--- src/rtl/serial_adder_pkg.sv ---
// serial_adder_pkg: state encodings and counter-width helper shared by the serial adder slice
package serial_adder_pkg;

    typedef enum logic [1:0] {
        ST_IDLE  = 2'b00,
        ST_SHIFT = 2'b01,
        ST_DONE  = 2'b10
    } state_t;

    function automatic int cnt_w(input int w);
        return (w < 2) ? 1 : $clog2(w);
    endfunction

endpackage

--- src/rtl/serial_adder_fulladder.sv ---
// fulladder: single-bit full adder cell
module fulladder (
    input  logic a,
    input  logic b,
    input  logic c_in,
    output logic sum,
    output logic c_out
);

    assign sum   = a ^ b ^ c_in;
    assign c_out = (a & b) | (c_in & (a ^ b));

endmodule

--- src/rtl/serial_adder.sv ---
// serial_adder: LSB-first bit-serial adder reusing one full adder per clock
module serial_adder
    import serial_adder_pkg::*;
#(
    parameter int WIDTH = 8
) (
    input  logic             clk,
    input  logic             rst,
    input  logic             start,
    input  logic [WIDTH-1:0] a,
    input  logic [WIDTH-1:0] b,
    input  logic             c_in,
    output logic             busy,
    output logic             done,
    output logic [WIDTH-1:0] sum,
    output logic             c_out
);

    localparam int CW = cnt_w(WIDTH);
    localparam logic [CW-1:0] LAST = CW'(WIDTH - 1);

    state_t           state, state_n;
    logic [WIDTH-1:0] a_sh, b_sh, s_sh;
    logic             carry;
    logic [CW-1:0]    cnt;
    logic             fa_sum, fa_cout;
    logic             accept, last;

    fulladder u_fa (
        .a    (a_sh[0]),
        .b    (b_sh[0]),
        .c_in (carry),
        .sum  (fa_sum),
        .c_out(fa_cout)
    );

    // the unused 2'b11 encoding falls through to IDLE
    always_comb begin
        accept  = start && (state == ST_IDLE || state == ST_DONE);
        last    = (state == ST_SHIFT) && (cnt == LAST);
        state_n = accept ? ST_SHIFT :
                  (state == ST_SHIFT) ? (last ? ST_DONE : ST_SHIFT) : ST_IDLE;
    end

    assign busy = (state == ST_SHIFT);
    assign done = (state == ST_DONE);

    always_ff @(posedge clk) begin
        if (rst) begin
            state <= ST_IDLE;
            a_sh  <= '0;
            b_sh  <= '0;
            s_sh  <= '0;
            carry <= 1'b0;
            cnt   <= '0;
            sum   <= '0;
            c_out <= 1'b0;
        end else begin
            state <= state_n;
            if (accept) begin
                a_sh  <= a;
                b_sh  <= b;
                carry <= c_in;
                cnt   <= '0;
                s_sh  <= '0;
            end else if (state == ST_SHIFT) begin
                a_sh  <= a_sh >> 1;
                b_sh  <= b_sh >> 1;
                s_sh  <= {fa_sum, s_sh[WIDTH-1:1]};
                carry <= fa_cout;
                cnt   <= cnt + CW'(1);
            end
            if (last) begin
                sum   <= {fa_sum, s_sh[WIDTH-1:1]};
                c_out <= fa_cout;
            end
        end
    end

endmodule

--- config.mk ---
export PLATFORM = sky130hd
export DESIGN_NAME = serial_adder
export DESIGN_NICKNAME = d
export VERILOG_FILES = /design/src/rtl/serial_adder_pkg.sv /design/src/rtl/serial_adder_fulladder.sv /design/src/rtl/serial_adder.sv
export SDC_FILE = /design/constraint.sdc
export NUM_CORES = 1
export LEC_CHECK = 0
export BUFFER_PORTS_ARGS = -buffer_cell sky130_fd_sc_hd__buf_2
export CAP_MARGIN = 40
export CORE_ASPECT_RATIO = 1.5
export CORE_MARGIN = 2
export CORE_UTILIZATION = 57
export DETAILED_ROUTE_END_ITERATION = 10
export GPL_TIMING_DRIVEN = 0
export PLACE_DENSITY = 0.8
export SLEW_MARGIN = 30
export SYNTH_ARGS = -nofsm -noshare
export SYNTH_HDL_FRONTEND = slang
export SYNTH_SLANG_ARGS = --single-unit
--- constraint.sdc ---
create_clock -name clk -period 2.9 [get_ports clk]
set_input_delay 0.29 -clock clk [delete_from_list [all_inputs] [get_ports clk]]
set_output_delay 0.29 -clock clk [all_outputs]
set_load 0.02 [all_outputs]
==> results.json <==
{
  "rsz0062_at_grt": "no",
  "grt-ovfl-total": 0,
  "dr.pass1.iters": 4,
  "end_kind": "output pin",
  "grt_max_degree": 13,
  "drv_slew": 0,
  "ys_warn_count": 0,
  "cts_max_path_buffers": 2,
  "finalHoldViolCount": 0,
  "synth_nets": 199,
  "fp.coreArea_um2": 2480,
  "cts_sinks": 38,
  "start_util_pct": 61.3,
  "synthCells": 176,
  "relSlewSlack_pct": 67.7,
  "synth.avg_cell_area_um2": 8.62,
  "tns_ps": 0,
  "ant_nets": 0,
  "num_rows": 22,
  "die_area_um2": 3100,
  "final-setup-viol-count": 0,
  "cts-htree-levels": 2,
  "slowest_stage": "dfxtp_1",
  "clock-root-buffer": "clkbuf_4",
  "synth.distinct_cells": 25,
  "numCtsBuffers": 5,
  "drc": 0,
  "clock_latency_ps": 350,
  "wire_per_inst_um": 14.0,
  "insertedDiodeCount": 0,
  "cts_hold_buf": 0,
  "dp.cells": 230,
  "fp.dieW_um": 46.1,
  "clkSlewWorstSetupHoldPaths_ps": 110,
  "drive_gt1_share_pct": 23.8,
  "place.gp.congestion": 0.777,
  "cp_max_fo": 10,
  "fin_cells": 238,
  "grt_pass1_vias": 1292,
  "postCtsSetupRepairBufs": 0,
  "worstSetupPathType": "flop to output pin",
  "post-dp-hpwl_um": 2390,
  "hp-class": "primary input to flop",
  "worstPathArrival_ps": 1400,
  "cp_common_cell": "buf_6",
  "drt_wl_total_um": 3330,
  "via_per_inst": 5.84,
  "synth_area_um2": 1520,
  "final_nets": 236,
  "drtIter0Drc": 33,
  "crit_family": "buffers and inverters",
  "cp.required_ps": 2610,
  "crit_buf_inv": 4,
  "ir_drop_mv": 0.425,
  "grt_pass1_wl_um": 5600,
  "drv_cap": 0,
  "max_freq_mhz": 593,
  "start_kind": "flop",
  "port_buffers": 30,
  "dieHeight_um": 67.2,
  "finalClockSkew_ps": 4.69,
  "outcome": "finished clean",
  "antenna_found_initial": 0,
  "routed-via-count": 1389,
  "grt_use_total_pct": 25.1,
  "num_io_pins": 31,
  "seq_area_frac_synth_pct": 50.1,
  "syn2layout_area_growth_pct": 16.1,
  "post-route-min-period_ps": 1690,
  "p_leak_nw": 0.700,
  "ctsResizeCount": 0,
  "ys_seq_elements": 38,
  "period_share_pct": 58.1,
  "powerDensity_nw_per_um2": 564,
  "num-fill-cells": 220,
  "worstMarginPinSlew_ps": 485,
  "cts_tree": "done",
  "slowest_delay_ps": 400,
  "crit_chain": "nand2b_1, buf_6, inv_6, buf_6, buf_2"
}
kinds of logic (layout without fill, tap and decap cells):
kind of cell	count (synthesis)	in the layout	share of synthesized area, %
XOR/XNOR	1	1	0.577
AND/OR/NAND/NOR	81	81	23.7
multiplexers	1	1	0.660
AO/OA/AOI/OAI	37	37	15.0
flip-flops	38	38	50.1
buffers and inverters	15	53	7.01
adder cells (fa/ha/maj)	3	3	2.97
per-layer routing:
metal | vias to the layer above | track usage (%) | part of all wire, % | wire (µm)
li1 | 686 | - | - | -
met1 | 650 | 29.3 | 40 | 1340
met2 | 42 | 41.3 | 53 | 1750
met3 | 11 | 6.42 | 4.1 | 138
met4 | 0 | 12.1 | 2.8 | 93
met5 | - | 0 | 0 | 0
path summary, 6_finish.rpt:
path / startpoint / endpoint / slack, ps / cells after the start
min reg2reg: sum[4] / sum[4] / 460 / 2
max reg2reg: cnt[0] / sum[5] / 1490 / 5
max: state[0] / busy / 1210 / 5
min: a[7] / a_sh[7] / 180 / 3
Yosys cell counts:
cell type	count	share of area, %
a21oi_1	21	6.9
buf_1	2	0.49
nand2b_2	1	0.58
ha_1	2	1.6
dfxtp_1	38	50
a22oi_1	2	0.99
buf_2	3	0.99
nor2b_1	2	0.82
nand3b_1	1	0.49
o21a_1	1	0.49
a311oi_2	1	0.99
mux2i_1	1	0.66
buf_4	3	1.5
xnor2_1	1	0.58
fa_1	1	1.3
clkbuf_1	2	0.49
o22ai_1	8	3.3
buf_6	4	3.0
a311oi_1	4	2.3
nor3_1	17	5.6
nand3_1	12	4.0
nand2b_1	2	0.82
nand2_1	38	9.4
inv_6	1	0.58
nor2_1	8	2.0
metrics by stage:
step | utilization [%] | hold slack, ps | worst slack (ps) | power, mW | cell area (µm²)
after CTS | 71.1 | 184 | 1210 | 0.994 | 1760
after global routing | 71.1 | 181 | 1120 | 1.04 | 1760
final | 71.1 | 181 | 1210 | 0.993 | 1760
after global placement | 68.5 | 439 | 1550 | 0.700 | 1700
after detailed placement | 68.5 | 446 | 1480 | 0.706 | 1700
after floorplan | - | 426 | 1700 | 0.666 | 1520
power breakdown:
| group | total [mW] | internal, mW | leakage (nW) | switching (mW) |
|---|---|---|---|---|
| combinational | 0.134 | 0.0578 | 0.356 | 0.0763 |
| sequential | 0.562 | 0.547 | 0.310 | 0.0152 |
| clock | 0.297 | 0.117 | 0.0343 | 0.180 |
area by class of cell:
type                       instances  area [µm²]  area share (%)
clock buffer                       6        51.3            2.91
inverter                           1        8.76           0.497
tap                               24        30.0            1.70
multi-input combinational        123         651            36.9
sequential                        38         761            43.2
timing repair buffer              30         150            8.52
buffer                            14        97.6            5.54
clock inverter                     2        12.5           0.710
registers in the layout, summed over array words and instances, names as in the netlist:
register  count
cnt           3
carry         1
b_sh          8
a_sh          8
state         2
c_out         1
s_sh          7
sum           8
layout by cell type, fill, tap and decap left out, drive strengths merged:
cell type	synthesis	layout
nor3	17	17
clkbuf	2	8
buf	12	42
nand2	38	38
xnor2	1	1
nand2b	3	3
fa	1	1
nand3	12	12
clkinv	0	1
a21oi	21	21
nor2	8	8
ha	2	2
nor2b	2	2
inv	1	1
a311oi	5	5
clkinvlp	0	1
nand3b	1	1
o21a	1	1
mux2i	1	1
dfxtp	38	38
a22oi	2	2
o22ai	8	8
tightest hold or removal path, stage by stage:
cell and delay [ps]:
buf_2 90, nand2_1 50, a21oi_1 50
Note: power is estimated with default switching activity, not from simulation.
